<file path="src/rtl/pressure_pkg.sv">
// pressure_pkg
// Shared definitions for the pressure-sensor sample controller:
//   - sequencer state encoding
//   - default data / period / confirm-count widths
//   - default conversion watchdog limit
package pressure_pkg;

  typedef enum logic [1:0] {
    S_IDLE    = 2'd0,
    S_WAIT    = 2'd1,
    S_START   = 2'd2,
    S_CONVERT = 2'd3
  } state_t;

  localparam int DEF_DATA_W   = 12;
  localparam int DEF_PERIOD_W = 16;
  localparam int DEF_CONF_W   = 4;

  // Longest a conversion may stay outstanding before it is declared dead.
  localparam int DEF_TIMEOUT  = 1023;

endpackage

</file>
<file path="src/rtl/pressure_sample_ctrl_hyst_filter.sv">
// pressure_hyst_filter
// Two-threshold hysteresis filter with N-consecutive-sample confirmation.
// Ports:
//   clk, reset      clock, async active-high reset
//   update          one-cycle strobe: sample is a new accepted conversion
//   sample          conversion result
//   hi_thresh       alarm-set threshold (sample >= hi_thresh qualifies)
//   lo_thresh       alarm-clear threshold (sample <= lo_thresh qualifies)
//   confirm_n       consecutive qualifying samples to switch alarm (0 acts as 1)
//   alarm           registered filtered alarm
module pressure_hyst_filter
  import pressure_pkg::*;
#(
  parameter int DATA_W = DEF_DATA_W,
  parameter int CONF_W = DEF_CONF_W
) (
  input  logic              clk,
  input  logic              reset,
  input  logic              update,
  input  logic [DATA_W-1:0] sample,
  input  logic [DATA_W-1:0] hi_thresh,
  input  logic [DATA_W-1:0] lo_thresh,
  input  logic [CONF_W-1:0] confirm_n,
  output logic              alarm
);

  localparam logic [CONF_W-1:0] CNT_MAX = '1;

  logic [CONF_W-1:0] hi_cnt;
  logic [CONF_W-1:0] lo_cnt;
  logic [CONF_W-1:0] hi_nxt;
  logic [CONF_W-1:0] lo_nxt;
  logic [CONF_W-1:0] conf_eff;

  // Next counter values for the sample being accepted. The alarm decision
  // uses these, so a confirm count of 1 switches on the first qualifying
  // sample. The high side wins if a misconfigured threshold pair lets one
  // sample qualify for both.
  always_comb begin
    hi_nxt   = '0;
    lo_nxt   = '0;
    conf_eff = (confirm_n == '0) ? CONF_W'(1) : confirm_n;
    if (sample >= hi_thresh) begin
      hi_nxt = (hi_cnt == CNT_MAX) ? hi_cnt : hi_cnt + 1'b1;
    end else if (sample <= lo_thresh) begin
      lo_nxt = (lo_cnt == CNT_MAX) ? lo_cnt : lo_cnt + 1'b1;
    end
  end

  // >= rather than == so that lowering confirm_n below an already
  // saturated run still lets the next qualifying sample switch the alarm.
  always_ff @(posedge clk or posedge reset) begin
    if (reset) begin
      hi_cnt <= '0;
      lo_cnt <= '0;
      alarm  <= 1'b0;
    end else if (update) begin
      hi_cnt <= hi_nxt;
      lo_cnt <= lo_nxt;
      if (hi_nxt >= conf_eff) begin
        alarm <= 1'b1;
      end else if (lo_nxt >= conf_eff) begin
        alarm <= 1'b0;
      end
    end
  end

endmodule

</file>
<file path="src/rtl/pressure_sample_ctrl.sv">
// pressure_sample_ctrl
// Periodic ADC sequencer for the pressure front end: triggers a conversion,
// latches the result, feeds the hysteresis filter and watches for
// conversions that never complete.
//
// state     | meaning
// ----------+-------------------------------------------------------------
// S_IDLE    | stopped; enable=1 starts a conversion at once
// S_WAIT    | counting down sample_period between conversions
// S_START   | adc_start asserted for this single cycle
// S_CONVERT | waiting for adc_done; watchdog running
//
// Ports:
//   clk, reset     clock, async active-high reset
//   enable         run control (level)
//   sample_period  idle cycles between a conversion ending and next adc_start
//   hi_thresh      alarm-set threshold
//   lo_thresh      alarm-clear threshold
//   confirm_n      consecutive qualifying samples to switch alarm
//   adc_start      one-cycle conversion request
//   adc_done       one-cycle conversion-complete strobe
//   adc_data       conversion result, valid with adc_done
//   sample_q       last latched sample
//   sample_valid   one-cycle pulse when sample_q updates
//   alarm          filtered over-pressure flag
//   fault          sticky conversion-timeout flag
//   busy           high while in S_START or S_CONVERT
module pressure_sample_ctrl
  import pressure_pkg::*;
#(
  parameter int DATA_W   = DEF_DATA_W,
  parameter int PERIOD_W = DEF_PERIOD_W,
  parameter int CONF_W   = DEF_CONF_W,
  parameter int TIMEOUT  = DEF_TIMEOUT
) (
  input  logic                clk,
  input  logic                reset,
  input  logic                enable,
  input  logic [PERIOD_W-1:0] sample_period,
  input  logic [DATA_W-1:0]   hi_thresh,
  input  logic [DATA_W-1:0]   lo_thresh,
  input  logic [CONF_W-1:0]   confirm_n,
  output logic                adc_start,
  input  logic                adc_done,
  input  logic [DATA_W-1:0]   adc_data,
  output logic [DATA_W-1:0]   sample_q,
  output logic                sample_valid,
  output logic                alarm,
  output logic                fault,
  output logic                busy
);

  localparam int WDOG_W = $clog2(TIMEOUT + 1);

  state_t              state;
  logic [PERIOD_W-1:0] period_cnt;
  logic [WDOG_W-1:0]   wdog;
  logic                wdog_expired;
  logic                accept;

  // The watchdog holds the count of CONVERT cycles already elapsed; the
  // edge that would make it TIMEOUT is the one that abandons the conversion.
  assign wdog_expired = (wdog == WDOG_W'(TIMEOUT - 1));

  // adc_done is only meaningful while a conversion is outstanding.
  assign accept = (state == S_CONVERT) && adc_done;

  always_ff @(posedge clk or posedge reset) begin
    if (reset) begin
      state        <= S_IDLE;
      adc_start    <= 1'b0;
      busy         <= 1'b0;
      sample_q     <= '0;
      sample_valid <= 1'b0;
      fault        <= 1'b0;
      period_cnt   <= '0;
      wdog         <= '0;
    end else begin
      adc_start    <= 1'b0;
      sample_valid <= 1'b0;
      case (state)
        S_IDLE: begin
          if (enable) begin
            state     <= S_START;
            adc_start <= 1'b1;
            busy      <= 1'b1;
          end
        end
        S_WAIT: begin
          if (!enable) begin
            state <= S_IDLE;
          end else if (period_cnt == '0) begin
            state     <= S_START;
            adc_start <= 1'b1;
            busy      <= 1'b1;
          end else begin
            period_cnt <= period_cnt - 1'b1;
          end
        end
        S_START: begin
          // enable is deliberately ignored here: a requested conversion
          // always runs to completion or timeout.
          state <= S_CONVERT;
          wdog  <= '0;
        end
        S_CONVERT: begin
          if (adc_done || wdog_expired) begin
            if (adc_done) begin
              sample_q     <= adc_data;
              sample_valid <= 1'b1;
            end else begin
              fault <= 1'b1;
            end
            period_cnt <= sample_period;
            busy       <= 1'b0;
            state      <= enable ? S_WAIT : S_IDLE;
          end else begin
            wdog <= wdog + 1'b1;
          end
        end
        default: begin
          state <= S_IDLE;
          busy  <= 1'b0;
        end
      endcase
    end
  end

  pressure_hyst_filter #(
    .DATA_W (DATA_W),
    .CONF_W (CONF_W)
  ) u_filter (
    .clk       (clk),
    .reset     (reset),
    .update    (accept),
    .sample    (adc_data),
    .hi_thresh (hi_thresh),
    .lo_thresh (lo_thresh),
    .confirm_n (confirm_n),
    .alarm     (alarm)
  );

endmodule

</file>
<file path="config.mk">
export PLATFORM = sky130hd
export DESIGN_NAME = pressure_sample_ctrl
export DESIGN_NICKNAME = d
export VERILOG_FILES = /design/src/rtl/pressure_pkg.sv /design/src/rtl/pressure_sample_ctrl_hyst_filter.sv /design/src/rtl/pressure_sample_ctrl.sv
export SDC_FILE = /design/constraint.sdc
export NUM_CORES = 1
export LEC_CHECK = 0
export ABC_AREA = 1
export CAP_MARGIN = 0
export CORE_UTILIZATION = 53
export DETAILED_ROUTE_END_ITERATION = 7
export HOLD_SLACK_MARGIN = 0.05
export PLACE_DENSITY = 0.81
export SYNTH_ARGS = -nofsm -noshare
export SYNTH_HDL_FRONTEND = slang
export SYNTH_SLANG_ARGS = --single-unit
</file>
<file path="constraint.sdc">
create_clock -name clk -period 2.6 [get_ports clk]
set_clock_uncertainty 0.05 [all_clocks]
set_input_delay 0.39 -clock clk [delete_from_list [all_inputs] [get_ports clk]]
set_output_delay 0.39 -clock clk [all_outputs]
set_load 0.01 [all_outputs]
</file>
==> summary.md, run 1 <==
| Metric | Value |
|---|---|
| IO Pins | 77 |
| Total global routing track utilization | 24.0% |
| Post-Synthesis Cells | 548 |
| Total of endpoints with negative setup slack in the final report | 1 |
| Register-to-register path setup slack | 0.35 ns |
| Final design instance area without fill | 0.00542 mm2 |
| Crit path DAT | 2.78 ns |
| Clk pin slew, worst setup/hold paths | 0.10 ns |
| Initial DRC Count | 185 |
| Root buf cell | sky130_fd_sc_hd__clkbuf_8 |
| Antenna diodes | 0 |
| Count of vias placed by the detailed router | roughly 4,000 |
| WS Path Type | in -> reg |
| Die outline width | 88.5 um |
| Ratio of cells with drive above 1 in the final layout | between 10% and 20% |
| Total Routed Length | 10,300 um |
| Total number of placement rows | 31 |
| Count of synthesis-stage warnings from yosys | 0 |
| R2r startpoint | u_filter.hi_cnt[0] |
| Count of max-cap constraint violations | 0 |
| Crit path launch | lo_thresh[10] |
| Syn_area_per_cell | 7.23 um2 |
| Portion of the post-synthesis area used by sequential elements | 33.5% |
| TritonCTS clock tree | done |
| End point of the critical path | u_filter.alarm |
| Power per standard cell area | 778 mW/mm2 |
| Class of the worst hold path | in -> reg |
| Inserted Clock Buffers | 5 |
| Setup slack after layout | -0.0191 ns |
| Cell chain of the critical path | clkdlybuf4s50_1 -> inv_1 -> ha_1 -> nand2_2 -> inv_1 -> nand2_2 -> nor2_2 -> nand2_1 -> nand3_2 -> nand2_2 -> nand2_2 -> nor2_2 -> ha_1 -> inv_1 -> o21bai_1 -> nand3_1 -> nand3_1 -> nand2_1 -> a22o_1 |
| Bufs on Longest Clock Path | 2 |
| Initial Utilization | ~55% |
| Failing checks | setup timing |
| GP Congestion | 0.837 |
| Clock net sink count | 53 |
| Biggest fanout along the worst timing path | 4 |
| Worst R2R Path Depth | 11 |
| Tot Pwr | 4210 uW |
| Period Utilization, post-route | 101% |
| Post-synth cell types | 43 |
| Number of pins with negative max-slew slack in the final report | 0 |
| Mean routed wirelength per cell | roughly 14 um |
| Count of endpoints failing hold in the final timing report | 0 |
| Number of port buffers | 76 |
| Die extent in y | 88.5 um |
| Antenna viol nets, final | 0 |
| Maximum VDD drop | 0.000404 V |
| Standby leakage power | 0.00286 uW |
| Run status | finished with violations |
| Max H-tree Level | 2 |
| Clock insertion delay at the later pin of the skew report | 0.31 ns |
| Via-to-Cell Ratio | 5.29 |
| Startpoint type of the worst setup path | input port |
| Shortest period the worst path allows | 2.62 ns |
| Fillcell total | ~500 |
| Core Area | 0.00725 mm2 |
| Total gr overflow | 0 |
| Drc violations | 0 |
| Maximum number of pins on one net before global-route repair | 30 |
| Highest cell delay on the worst timing path | around 0.46 ns |
| Crit path capture type | flip-flop |
| Area Overhead vs Synth | 36.6% |
| HPWL Detailed | 6880 um |
| Worst slew slack as a fraction of its limit | 62.8% |
| Antenna violations before repair | 0 |
| Endpoint of the lowest-slack register-to-register path | u_filter.alarm |
| Required time at the worst-slack endpoint | 2.76 ns |
| Synthesized net count | around 650 |
| Slowest cell on the critical path | sky130_fd_sc_hd__clkdlybuf4s50_1 |
| Number of global-route vias before repair | 3,512 |
| Final-stage net count | 734 |
| First-pass GRT wire length | around 15,000 um |
| Cell Area, Synth | 0.00396 mm2 |
| Setup TNS Final | -0.0191 ns |
| Die footprint | 0.00783 mm2 |
| Most common cell type on the critical path | sky130_fd_sc_hd__nand2_2 |
| Transition at the pin with the smallest max-transition slack | 0.557 ns |
| Seq cells post-synth | 53 |
| Peak clock frequency supported by timing | roughly 380 MHz |
| First-pass iteration count of the detailed router | 4 |
| Placement Cell Area | 0.00487 mm2 |
-- synth_stat cells, drive strengths merged --
master / number / area share (%)
nand3b: 1 / 0.51
a21o: 3 / 0.57
dfrtp: 53 / 33
xor2: 9 / 2.0
nand4: 10 / 1.6
xnor2: 1 / 0.22
mux2: 1 / 0.28
ha: 37 / 12
nand3: 30 / 3.9
a31o: 1 / 0.22
clkbuf: 1 / 0.095
o2111ai: 1 / 0.22
or2: 2 / 0.32
o31ai: 1 / 0.19
o22ai: 3 / 0.47
nor2: 52 / 5.8
and3: 1 / 0.16
a31oi: 1 / 0.16
a22o: 1 / 0.22
o21ai: 31 / 5.2
nand2: 190 / 19
nor3: 7 / 0.88
o211ai: 1 / 0.19
o21bai: 3 / 0.57
a21oi: 14 / 1.8
inv: 83 / 7.9
and2: 1 / 0.16
buf: 8 / 2.1
clkinv: 1 / 0.22
-- cell families after synthesis --
family                     share of synthesized area, %
AOI/OAI and AO/OA                                  9.82
xor gates and xnor gates                           2.21
and+or+nand+nor                                    32.2
buffers and inverters                              10.4
muxes                                             0.284
DFF                                                33.5
adders and majority gates                          11.7
-- power by group --
group	switching [uW]	total (uW)	internal, uW
Sequential	250	1360	1110
Combinational	1320	2280	963
Clock	288	569	281
Total	1860	4210	2350
-- cell type report --
class                   count  area, um2  share of cell area (%)
well taps                  99        124                    2.29
flip-flops and latches     53       1330                    24.5
multi-input cells         402       2570                    47.4
repair buffers             91        970                    17.9
clock inverters             2       35.0                   0.647
clock buffers               5       68.8                    1.27
inverters                  84        323                    5.96
-- per-layer routing --
metal	global-route usage, %	vias up	part of all wire (%)
li1	-	1907	-
met1	27.4	1840	40
met2	45.2	124	53
met3	5.32	24	4.4
met4	6.16	0	2.7
met5	0	-	0
-- flip-flops by register name, summed over array words and instances (netlist names) --
register	count
u_filter.lo_cnt	4
adc_start	1
state	2
busy	1
u_filter.alarm	1
sample_q	12
period_cnt	16
fault	1
sample_valid	1
u_filter.hi_cnt	4
wdog	10
-- placed cells by master (no fill, tap or decap), types with 2 or more instances in the layout --
cell | synthesis | layout
sky130_fd_sc_hd__nand2_1 | 185 | 169
sky130_fd_sc_hd__inv_1 | 81 | 64
sky130_fd_sc_hd__clkdlybuf4s50_1 | 0 | 54
sky130_fd_sc_hd__dfrtp_1 | 53 | 53
sky130_fd_sc_hd__nor2_1 | 48 | 40
sky130_fd_sc_hd__nand3_1 | 29 | 27
sky130_fd_sc_hd__dlymetal6s2s_1 | 0 | 22
sky130_fd_sc_hd__o21ai_0 | 19 | 19
sky130_fd_sc_hd__ha_4 | 0 | 19
sky130_fd_sc_hd__inv_2 | 1 | 18
sky130_fd_sc_hd__ha_1 | 37 | 18
sky130_fd_sc_hd__nand2_2 | 2 | 16
sky130_fd_sc_hd__a21oi_1 | 14 | 12
sky130_fd_sc_hd__o21ai_2 | 11 | 11
sky130_fd_sc_hd__buf_4 | 2 | 11
sky130_fd_sc_hd__nand4_1 | 10 | 10
sky130_fd_sc_hd__xor2_1 | 9 | 9
sky130_fd_sc_hd__nor3_1 | 7 | 7
sky130_fd_sc_hd__nor2_2 | 1 | 6
sky130_fd_sc_hd__nor2_4 | 2 | 5
sky130_fd_sc_hd__clkbuf_8 | 0 | 5
sky130_fd_sc_hd__nand2_4 | 2 | 4
sky130_fd_sc_hd__o22ai_1 | 3 | 3
sky130_fd_sc_hd__nand3_2 | 1 | 3
sky130_fd_sc_hd__a21o_1 | 3 | 3
sky130_fd_sc_hd__o21bai_1 | 3 | 3
sky130_fd_sc_hd__buf_12 | 0 | 3
sky130_fd_sc_hd__or2_2 | 2 | 2
sky130_fd_sc_hd__a21oi_2 | 0 | 2
-- how the worst min path moves through the flow --
| stage | from | end | slack [ns] | cells past startpoint |
|---|---|---|---|---|
| 2_1_floorplan | period_cnt[14] | period_cnt[14] | 0.42 | 2 |
| 6_report | adc_data[8] | sample_q[8] | 0.38 | 3 |
| 5_1_grt | adc_data[7] | sample_q[7] | 0.40 | 3 |
| 3_3_place_gp | fault | fault | 0.41 | 1 |
| 3_5_place_dp | fault | fault | 0.41 | 1 |
| 4_1_cts | reset | period_cnt[0] | 0.42 | 2 |
-- timing repair --
action                     4_1_cts  5_1_grt
pin swaps                        2       29
setup endpoints to repair        1        1
resized for setup                4       88
hold buffers                     0        0
setup buffers                    2        2
-- stage by stage --
stage,hold WS [ns],setup WS [ns],cells,utilization [%]
floorplan,0.421,0.269,548,-
global placement,0.413,-0.361,725,67.1
detailed placement,0.413,-0.441,725,67.1
CTS,0.422,0.00414,734,68.9
global route,0.398,-0.0874,736,74.7
finish,0.378,-0.0191,736,74.7
-- critical path, delay by kind of cell --
kind,cells,cell delay [ns]
AND/OR/NAND/NOR,11,0.83
adder cells (fa/ha/maj),2,0.59
buffers and inverters,4,0.62
AO/OA/AOI/OAI,2,0.35
No activity file was read; power rests on OpenSTA's default activity.
==> run 2: changes to the inputs <==
--- a/config.mk
+++ b/config.mk
@@ -14,3 +14,4 @@
 export SYNTH_ARGS = -nofsm -noshare
 export SYNTH_HDL_FRONTEND = slang
 export SYNTH_SLANG_ARGS = --single-unit
+export TNS_END_PERCENT = 5
==> results of run 2 <==
Final layout, timing and power as in run 1 (identical DEF).
==> run 3: changes to the inputs <==
--- a/config.mk
+++ b/config.mk
@@ -7,6 +7,7 @@
 export LEC_CHECK = 0
 export ABC_AREA = 1
 export CAP_MARGIN = 0
+export CORE_MARGIN = 1.5
 export CORE_UTILIZATION = 53
 export DETAILED_ROUTE_END_ITERATION = 7
 export HOLD_SLACK_MARGIN = 0.05
==> summary.md, run 3 (same netlist as run 1, synthesis figures left out) <==
| Metric | Value |
|---|---|
| Mean routed wirelength per cell | 14.7 um |
| GP Congestion | 0.884 |
| Count of vias placed by the detailed router | between 3,000 and 4,000 |
| Biggest register | period_cnt |
| Crit path DAT | 2.73 ns |
| Placement Cell Area | 0.00489 mm2 |
| Transition at the pin with the smallest max-transition slack | 0.457 ns |
| Standby leakage power | about 0.003 uW |
| IO Pins | slightly below 80 |
| Core Area | 0.00725 mm2 |
| Die footprint | 0.00801 mm2 |
| Number of port buffers | between 70 and 80 |
| Required time at the worst-slack endpoint | 2.76 ns |
| First-pass iteration count of the detailed router | 6 |
| Biggest fanout along the worst timing path | 5 |
| Class of the worst hold path | in -> async |
| Pre-CTS worst setup slack | -0.402 ns |
| Largest registers | period_cnt: 16 flops, sample_q: 12 flops, wdog: 10 flops |
| Top Layer Used | met4 |
| Final design instance area without fill | about 0.0054 mm2 |
| Count of endpoints failing hold in the final timing report | 0 |
| Shortest period the worst path allows | 2.58 ns |
| Antenna violations before repair | 0 |
| Root buf cell | sky130_fd_sc_hd__clkbuf_8 |
| Number of pins with negative max-slew slack in the final report | 0 |
| Maximum VDD drop | 0.000481 V |
| Most common cell after layout, fill and taps aside | sky130_fd_sc_hd__nand2_1 |
| Maximum number of pins on one net before global-route repair | 26 |
| Total of endpoints with negative setup slack in the final report | 0 |
| Die outline width | ~90 um |
| Peak clock frequency supported by timing | 388 MHz |
| Drc violations | 0 |
| Post-Route Hold Slack | between 0.3 and 0.4 ns |
| Metal2 WL | between 5000 and 6000 um |
| Hold-fix buffers, CTS | 0 |
| Run status | finished clean |
| Total number of placement rows | 31 |
| Initial DRC Count | 229 |
| Total Routed Length | 10,900 um |
| Initial Utilization | 54.6% |
| Worst slew slack as a fraction of its limit | 69.4% |
| Count of max-cap constraint violations | 0 |
| Power per standard cell area | between 700 and 800 mW/mm2 |
| Final cell utilization of the core | 75.1% |
| Antenna diodes | 0 |
| Startpoint type of the worst setup path | input port |
| Non-filler cells in the finished layout | approximately 740 |
| WS Path Type | in -> reg |
| Clock net sink count | 53 |
| Met3 WL post-DR | 568 um |
| Cell Count Post-Placement | roughly 730 |
| Via-to-Cell Ratio | roughly 5.3 |
| Clk pin slew, worst setup/hold paths | 0.10 ns |
| Setup slack after layout | between 0.02 and 0.025 ns |
| First-pass GRT wire length | 15,600 um |
| TritonCTS clock tree | done |
| Met1 wire length | around 4300 um |
| Most frequent cells in the layout | sky130_fd_sc_hd__nand2_1, sky130_fd_sc_hd__inv_1, sky130_fd_sc_hd__dfrtp_1, sky130_fd_sc_hd__nor2_1, sky130_fd_sc_hd__clkdlybuf4s50_1 |
| Max H-tree Level | 2 |
| Die extent in y | just under 90 um |
| Antenna viol nets, final | 0 |
| Total gr overflow | 0 |
| HPWL Detailed | approximately 7000 um |
| Max reg flops | 16 |
| Final-stage net count | roughly 740 |
| Inserted Clock Buffers | 5 |
| Period Utilization, post-route | between 90 and 100% |
| Clock insertion delay at the later pin of the skew report | 0.32 ns |
| Total global routing track utilization | 24.9% |
| Bufs on Longest Clock Path | 2 |
| Area Overhead vs Synth | 37.3% |
| Ratio of cells with drive above 1 in the final layout | 18.3% |
| Crit path capture type | flip-flop |
| Number of global-route vias before repair | 3,758 |
[run 3: changes by cell type in the layout (fill, tap and decap cells not counted), sizes merged]
| cell | previous run | this run |
|---|---|---|
| buf | 15 | 17 |
| clkdlybuf4s50 | 54 | 43 |
| clkinvlp | 0 | 1 |
| dlymetal6s2s | 22 | 32 |
| clkbuf | 5 | 6 |
| dlygate4sd2 | 0 | 1 |
| clkinv | 2 | 1 |
[run 3: path summary, 6_finish.rpt]
kind	startpoint	endpoint	slack [ns]	cells past startpoint
max in group asynchronous	reset	period_cnt[9]	1.52	3
max reg2reg	u_filter.lo_cnt[0]	u_filter.alarm	0.30	12
min reg2reg	fault	fault	0.44	1
min in group clk	adc_data[4]	sample_q[4]	0.37	3
min	reset	sample_q[11]	0.34	2
max	hi_thresh[2]	u_filter.alarm	0.02	17
[run 3: routing by layer]
| metal | global-route usage, % | vias up |
|---|---|---|
| met5 | 0 | - |
| met4 | 7.83 | 0 |
| met2 | 46.5 | 161 |
| met3 | 6.00 | 50 |
| li1 | - | 1916 |
| met1 | 27.8 | 1817 |
[run 3: area by class of cell]
class / instances / area (um2)
well taps: 99 / 124
clock buffers: 6 / 82.6
fillers: 523 / 1810
flip-flops and latches: 53 / 1330
multi-input cells: 402 / 2570
inverters: 84 / 323
clock inverters: 2 / 37.5
repair buffers: 93 / 980
[run 3: power breakdown]
part	total [uW]	internal [uW]	switching [uW]	leakage, uW
combinational	2260	948	1310	0.00221
clock	610	314	296	0.0000574
sequential	1360	1110	248	0.000687
total	4220	2370	1850	0.00295
[run 3: per-stage QoR]
step | power [uW] | TNS, ns
after global routing | 4580 | -0.0657
after floorplan | 2860 | 0
after CTS | 4120 | 0
final | 4220 | 0
after global placement | 3410 | -0.272
after detailed placement | 3480 | -0.402
[run 3: repair_timing]
action,CTS,global route
gates resized for setup,9,92
setup buffers,0,2
pin swaps,10,40
endpoints found under the setup margin,1,1
[run 3: worst max-delay path, stage by stage]
cell and delay (ns):
sky130_fd_sc_hd__clkdlybuf4s50_1 0.47, sky130_fd_sc_hd__inv_2 0.06, sky130_fd_sc_hd__ha_4 0.28, sky130_fd_sc_hd__nand2_4 0.05, sky130_fd_sc_hd__inv_1 0.05, sky130_fd_sc_hd__nand2_1 0.05
sky130_fd_sc_hd__nand2_1 0.07, sky130_fd_sc_hd__nand2_1 0.08, sky130_fd_sc_hd__nand4_1 0.20, sky130_fd_sc_hd__nor2_1 0.09, sky130_fd_sc_hd__ha_1 0.29, sky130_fd_sc_hd__inv_1 0.04
sky130_fd_sc_hd__o21bai_1 0.12, sky130_fd_sc_hd__nand3_1 0.09, sky130_fd_sc_hd__nand3_1 0.08, sky130_fd_sc_hd__nand2_1 0.07, sky130_fd_sc_hd__a22o_1 0.24
